==> config.mk <==
export PLATFORM = sky130hd
export DESIGN_NAME = uart_frame_ctrl
export DESIGN_NICKNAME = d
export VERILOG_FILES = /design/src/rtl/uart_frame_ctrl.sv
export SDC_FILE = /design/constraint.sdc
export NUM_CORES = 1
export LEC_CHECK = 0
export CORE_UTILIZATION = 46
export CTS_CLUSTER_DIAMETER = 60
export DETAILED_ROUTE_END_ITERATION = 7
export GPL_TIMING_DRIVEN = 0
export PLACE_DENSITY = 0.85
export SLEW_MARGIN = 20
export SYNTH_ARGS = -nofsm -noshare
export SYNTH_HDL_FRONTEND = slang
export SYNTH_SLANG_ARGS = --single-unit
==> constraint.sdc <==
create_clock -name clk_ -period 2.5 [get_ports clk_]
set_clock_uncertainty 0.1 [all_clocks]
set_input_delay 0.375 -clock clk_ [delete_from_list [all_inputs] [get_ports clk_]]
set_output_delay 0.375 -clock clk_ [all_outputs]
set_load 0.03 [all_outputs]
==> src/rtl/uart_frame_ctrl.sv <==
// UART frame sequencer: receive RX_LEN bytes into memory, run the processor, stream TX_LEN bytes back.
// Optional trailing checksum byte when UART_FRAME_CTRL_CHECKSUM_EN is defined.
module uart_frame_ctrl #(
    parameter int ADDR_W = 16,
    parameter int RX_LEN = 65536,
    parameter int TX_LEN = 16384
) (
    input  logic              clk_,
    input  logic              rst,
    input  logic              rx_rdy,
    input  logic [7:0]        rx_data,
    output logic              rdy_clr,
    input  logic              tx_busy,
    output logic [7:0]        tx_data,
    output logic              wr_en,
    output logic [ADDR_W-1:0] mem_addr,
    output logic [7:0]        mem_wdata,
    output logic              mem_we,
    input  logic [7:0]        mem_rdata,
    output logic              proc_start,
    input  logic              proc_done,
    output logic [1:0]        phase,
    output logic              frame_done
);

    localparam int CW = ADDR_W + 1;
    localparam logic [CW-1:0] RX_END = CW'(RX_LEN);
    localparam logic [CW-1:0] TX_END = CW'(TX_LEN);
    localparam logic [1:0] PH_RX   = 2'd0;
    localparam logic [1:0] PH_PROC = 2'd1;
    localparam logic [1:0] PH_TX   = 2'd2;

    typedef enum logic [3:0] {
        S_RX_WAIT,
        S_RX_CLR,
        S_PROC_START,
        S_PROC_WAIT,
        S_TX_ADDR,
        S_TX_MEM,
        S_TX_LOAD,
        S_TX_REQ,
        S_TX_DONEWAIT,
        S_TX_CSUM
    } state_t;

    state_t            r_state;
    logic [CW-1:0]     r_cnt;
    logic              r_rdy_clr;
    logic [7:0]        r_tx_data;
    logic              r_wr_en;
    logic [ADDR_W-1:0] r_mem_addr;
    logic [7:0]        r_mem_wdata;
    logic              r_mem_we;
    logic              r_proc_start;
    logic [1:0]        r_phase;
    logic              r_frame_done;
`ifdef UART_FRAME_CTRL_CHECKSUM_EN
    logic [7:0]        r_sum;
    logic              r_csum_sent;
`endif

    logic [CW-1:0]     w_cnt_inc;
    assign w_cnt_inc = r_cnt + 1'b1;

    always_ff @(posedge clk_) begin
        if (rst) begin
            r_state      <= S_RX_WAIT;
            r_cnt        <= '0;
            r_rdy_clr    <= 1'b0;
            r_tx_data    <= '0;
            r_wr_en      <= 1'b0;
            r_mem_addr   <= '0;
            r_mem_wdata  <= '0;
            r_mem_we     <= 1'b0;
            r_proc_start <= 1'b0;
            r_phase      <= PH_RX;
            r_frame_done <= 1'b0;
`ifdef UART_FRAME_CTRL_CHECKSUM_EN
            r_sum        <= '0;
            r_csum_sent  <= 1'b0;
`endif
        end else begin
            r_mem_we     <= 1'b0;
            r_proc_start <= 1'b0;
            r_frame_done <= 1'b0;
            case (r_state)
                S_RX_WAIT: begin
                    if (rx_rdy) begin
                        r_mem_addr  <= r_cnt[ADDR_W-1:0];
                        r_mem_wdata <= rx_data;
                        r_mem_we    <= 1'b1;
                        r_rdy_clr   <= 1'b1;
                        r_state     <= S_RX_CLR;
                    end
                end
                // Counting only on rx_rdy release guarantees each byte is written once.
                S_RX_CLR: begin
                    if (!rx_rdy) begin
                        r_rdy_clr <= 1'b0;
                        if (w_cnt_inc == RX_END) begin
                            r_cnt   <= '0;
                            r_state <= S_PROC_START;
                        end else begin
                            r_cnt   <= w_cnt_inc;
                            r_state <= S_RX_WAIT;
                        end
                    end
                end
                S_PROC_START: begin
                    r_proc_start <= 1'b1;
                    r_phase      <= PH_PROC;
                    r_state      <= S_PROC_WAIT;
                end
                S_PROC_WAIT: begin
                    if (proc_done) begin
`ifdef UART_FRAME_CTRL_CHECKSUM_EN
                        r_sum       <= '0;
                        r_csum_sent <= 1'b0;
`endif
                        r_state <= S_TX_ADDR;
                    end
                end
                S_TX_ADDR: begin
                    r_mem_addr <= r_cnt[ADDR_W-1:0];
                    r_phase    <= PH_TX;
                    r_state    <= S_TX_MEM;
                end
                S_TX_MEM: r_state <= S_TX_LOAD;
                S_TX_LOAD: begin
                    r_tx_data <= mem_rdata;
`ifdef UART_FRAME_CTRL_CHECKSUM_EN
                    r_sum     <= r_sum + mem_rdata;
`endif
                    r_state   <= S_TX_REQ;
                end
                // Request is raised only once the transmitter is idle, dropped once it goes busy.
                S_TX_REQ: begin
                    if (!r_wr_en) begin
                        if (!tx_busy) r_wr_en <= 1'b1;
                    end else if (tx_busy) begin
                        r_wr_en <= 1'b0;
                        r_state <= S_TX_DONEWAIT;
                    end
                end
                S_TX_DONEWAIT: begin
                    if (!tx_busy) begin
`ifdef UART_FRAME_CTRL_CHECKSUM_EN
                        if (r_csum_sent) begin
                            r_csum_sent  <= 1'b0;
                            r_frame_done <= 1'b1;
                            r_phase      <= PH_RX;
                            r_state      <= S_RX_WAIT;
                        end else if (w_cnt_inc == TX_END) begin
                            r_cnt   <= '0;
                            r_state <= S_TX_CSUM;
                        end
`else
                        if (w_cnt_inc == TX_END) begin
                            r_cnt        <= '0;
                            r_frame_done <= 1'b1;
                            r_phase      <= PH_RX;
                            r_state      <= S_RX_WAIT;
                        end
`endif
                        else begin
                            r_cnt   <= w_cnt_inc;
                            r_state <= S_TX_ADDR;
                        end
                    end
                end
`ifdef UART_FRAME_CTRL_CHECKSUM_EN
                S_TX_CSUM: begin
                    r_tx_data   <= r_sum;
                    r_csum_sent <= 1'b1;
                    r_state     <= S_TX_REQ;
                end
`endif
                default: r_state <= S_RX_WAIT;
            endcase
        end
    end

    assign rdy_clr    = r_rdy_clr;
    assign tx_data    = r_tx_data;
    assign wr_en      = r_wr_en;
    assign mem_addr   = r_mem_addr;
    assign mem_wdata  = r_mem_wdata;
    assign mem_we     = r_mem_we;
    assign proc_start = r_proc_start;
    assign phase      = r_phase;
    assign frame_done = r_frame_done;

endmodule

==> out/summary.txt <==
Net Count, Synth = 373
CTS Buf Count = 9
Ports = 60
CTS Hold Bufs = 0
Class of the worst hold path = in -> reg
DIE AREA = 6560 µm²
Pre-CTS WS = -462 ps
Iter 0 DRT Violations = 239
Pwr per Cell Area = 670 nW/µm²
Worst vdd ir = 0.499 mV
Lkg Pwr = 1.42 nW
Worst-path clk slew = 80 ps
Number of global-route vias before repair = 2663
Critical-path cell list = buf_12 > buf_6 > nand4_1 > or4_4 > mux2i_1 > o21a_2 > nor4_4 > a31oi_1 > or3_1
DR vias = 2898
CP startpoint kind = flip-flop
Measured slew at the worst slew-check pin = 741 ps
RSZ-0062 raised after global routing = yes
Worst Min Path Start = tx_busy
Slew headroom = 50.2%
Most used flip-flop cell after synthesis = dfxtp_1
Hold EP = r_state[3]
CTS tree = built
Clk Latency, worst-skew pair = 350 ps
Hold path cells = 2
Htree depth = 3
Post-synth EDFFs = 0
Final Util = 66.3%
Final non-filler cell total = 504
Nets@finish = 446
Worst R2R Path Depth = 9
Initial Utilization = 48.2%
Slew Limit Fails = 0
Final hold slack = 356 ps
DRC = 0
Initial antenna violation count = 0
Worst flop-to-flop path startpoint = r_cnt[0]
Final setup TNS = -46.5 ps
Routed Antenna Nets = 0
Number of synthesized register bits = 60
CP Capture Type = flip-flop
Share of layout cells above drive strength 1 = 14.7%
Post-DR vias/cell = 5.75
Post-synthesis sequential area ratio = 41.8%
WP data arrival = 2660 ps
1st-pass router iterations = 5
Critical path class = reg -> reg
Largest buffer count on any clock path = 2
Antenna cells = 0
Die width = 81.0 µm
Port bufs = 58
Final Hold Vio Count = 0
Placer Congestion = 0.935
Total gr overflow = 0
Root Driver = clkbuf_8
CP startpoint = r_cnt[0]
Detailed Route WL = 7880 µm
Final Cycle Share = 101%
Avg Cell Area, Syn = 8.18 µm²
Die height = 81.0 µm
Final HPWL DP = 5230 µm
Total power = 2.65 mW
CP peak stage delay = 550 ps
Outcome = finished, violations left
Yosys warning count = 0
CP Max Fanout = 5
Routed wire per std cell = 15.6 µm
Core ar. = 5960 µm²
Commonest non-fill, non-tap cell in the layout = nand2_1
Crit path time final = 2520 ps
Setup Viol. Count Final = 4
Area growth syn-to-layout = 37.6%
Failing checks = negative setup slack
Critical R2R Capture = r_cnt[16]
Syn Std Cell Area = 2870 µm²
Max capacitance violation total = 0
Most frequent cells in the layout = nand2_1 (62), clkdlybuf4s50_1 (57), dfxtp_1 (55), nor2_1 (46), a21oi_1 (28)
Total GRT Usage = 24.4%
Worst Path Required = 2640 ps
Ys async rst share = 0%
Placed cells = 484
First-pass GRT wire length = 12200 µm
Fmax = 397 MHz
Cell variety after synth = 49
DP Area = 3550 µm²
CP max-delay cell = or4_4
Post-synthesis cell count = 351
Clock Sinks = 60
Fin worst setup slack = -19.6 ps
R2r setup slk = -20 ps
Pin count of the biggest net entering global routing = 13
Row Count = 28
Fin area = 3950 µm²
[power breakdown]
group / switching (mW) / internal [mW] / leakage, nW
Sequential: 0.0467 / 1.02 / 0.489
Clock: 0.433 / 0.467 / 0.104
Combinational: 0.409 / 0.276 / 0.831
Total: 0.889 / 1.76 / 1.42
[Yosys cell counts (2+ instances only)]
library cell	n	area share, %
or4_1	6	1.6
inv_1	3	0.39
or3_1	6	1.3
clkbuf_1	17	2.2
o21ai_1	2	0.35
and3_1	3	0.65
nor2b_1	2	0.44
o2bb2ai_1	2	0.61
a31oi_1	2	0.44
dfxtp_1	60	42
xor2_1	11	3.4
a21o_1	3	0.78
nand2b_1	4	0.87
mux2i_1	18	6.3
a21oi_1	29	5.1
a211o_1	2	0.61
nor4_2	2	0.87
xnor2_1	8	2.4
nor3b_1	3	0.78
o22ai_1	2	0.44
nor3_1	6	1.0
o21a_1	3	0.78
o21ai_0	4	0.70
a311oi_1	2	0.61
buf_2	6	1.0
nor2_1	47	6.1
nor4_1	2	0.44
nand3_1	6	1.0
nand4_1	6	1.3
a211oi_1	3	0.78
nand2_1	63	8.2
[layout make-up]
type,instances,area [µm²]
timing repair buffer,65,656
clock buffer,9,124
tap,75,93.8
clock inverter,7,75.1
multi-input combinational,263,1660
fill,457,2010
buffer,22,115
inverter,3,11.3
sequential,60,1210
[metal layers]
metal	GRT usage [%]	routed length, µm
met4	10.0	155
met3	5.17	430
met2	40.3	3840
met1	30.8	3450
met5	0	0
[flip-flops by register name (all words and copies together) (netlist names)]
| signal | count |
|---|---|
| wr_en | 1 |
| rdy_clr | 1 |
| mem_we | 1 |
| tx_data | 8 |
| mem_wdata | 8 |
| phase | 2 |
| r_cnt | 17 |
| r_state | 4 |
| proc_start | 1 |
| mem_addr | 16 |
| frame_done | 1 |
[timing repair]
action,4_1_cts,5_1_grt
pin swaps,3,11
endpoints found under the hold margin,0,0
gates resized for setup,9,30
buffers inserted,5,2
setup endpoints to repair,7,9
[how the worst max path moves through the flow]
stage	end	slack, ps	cells after the start
2_1_floorplan	r_cnt[16]	20	8
3_3_place_gp	r_cnt[16]	-400	8
3_5_place_dp	r_cnt[16]	-460	8
4_1_cts	r_cnt[16]	3	8
5_1_grt	r_cnt[16]	-90	9
6_report	r_cnt[16]	-20	9
[worst max-delay path: cells and delay by family (launching register included)]
kind	cells	cell delay (ps)
AOI/OAI and AO/OA	2	280
buffers and inverters	2	190
DFF	1	390
muxes	1	140
and+or+nand+nor	4	1270
[cell families after synthesis]
| logic type | count (synthesis) | synth area share [%] |
|---|---|---|
| mux | 19 | 6.67 |
| compound gates | 60 | 12.9 |
| xor+xnor | 19 | 5.80 |
| simple gates | 164 | 28.2 |
| flops | 60 | 41.8 |
| buf+inv | 28 | 4.18 |
| fa+ha+maj | 1 | 0.436 |
(Power assumes the default switching activity.)
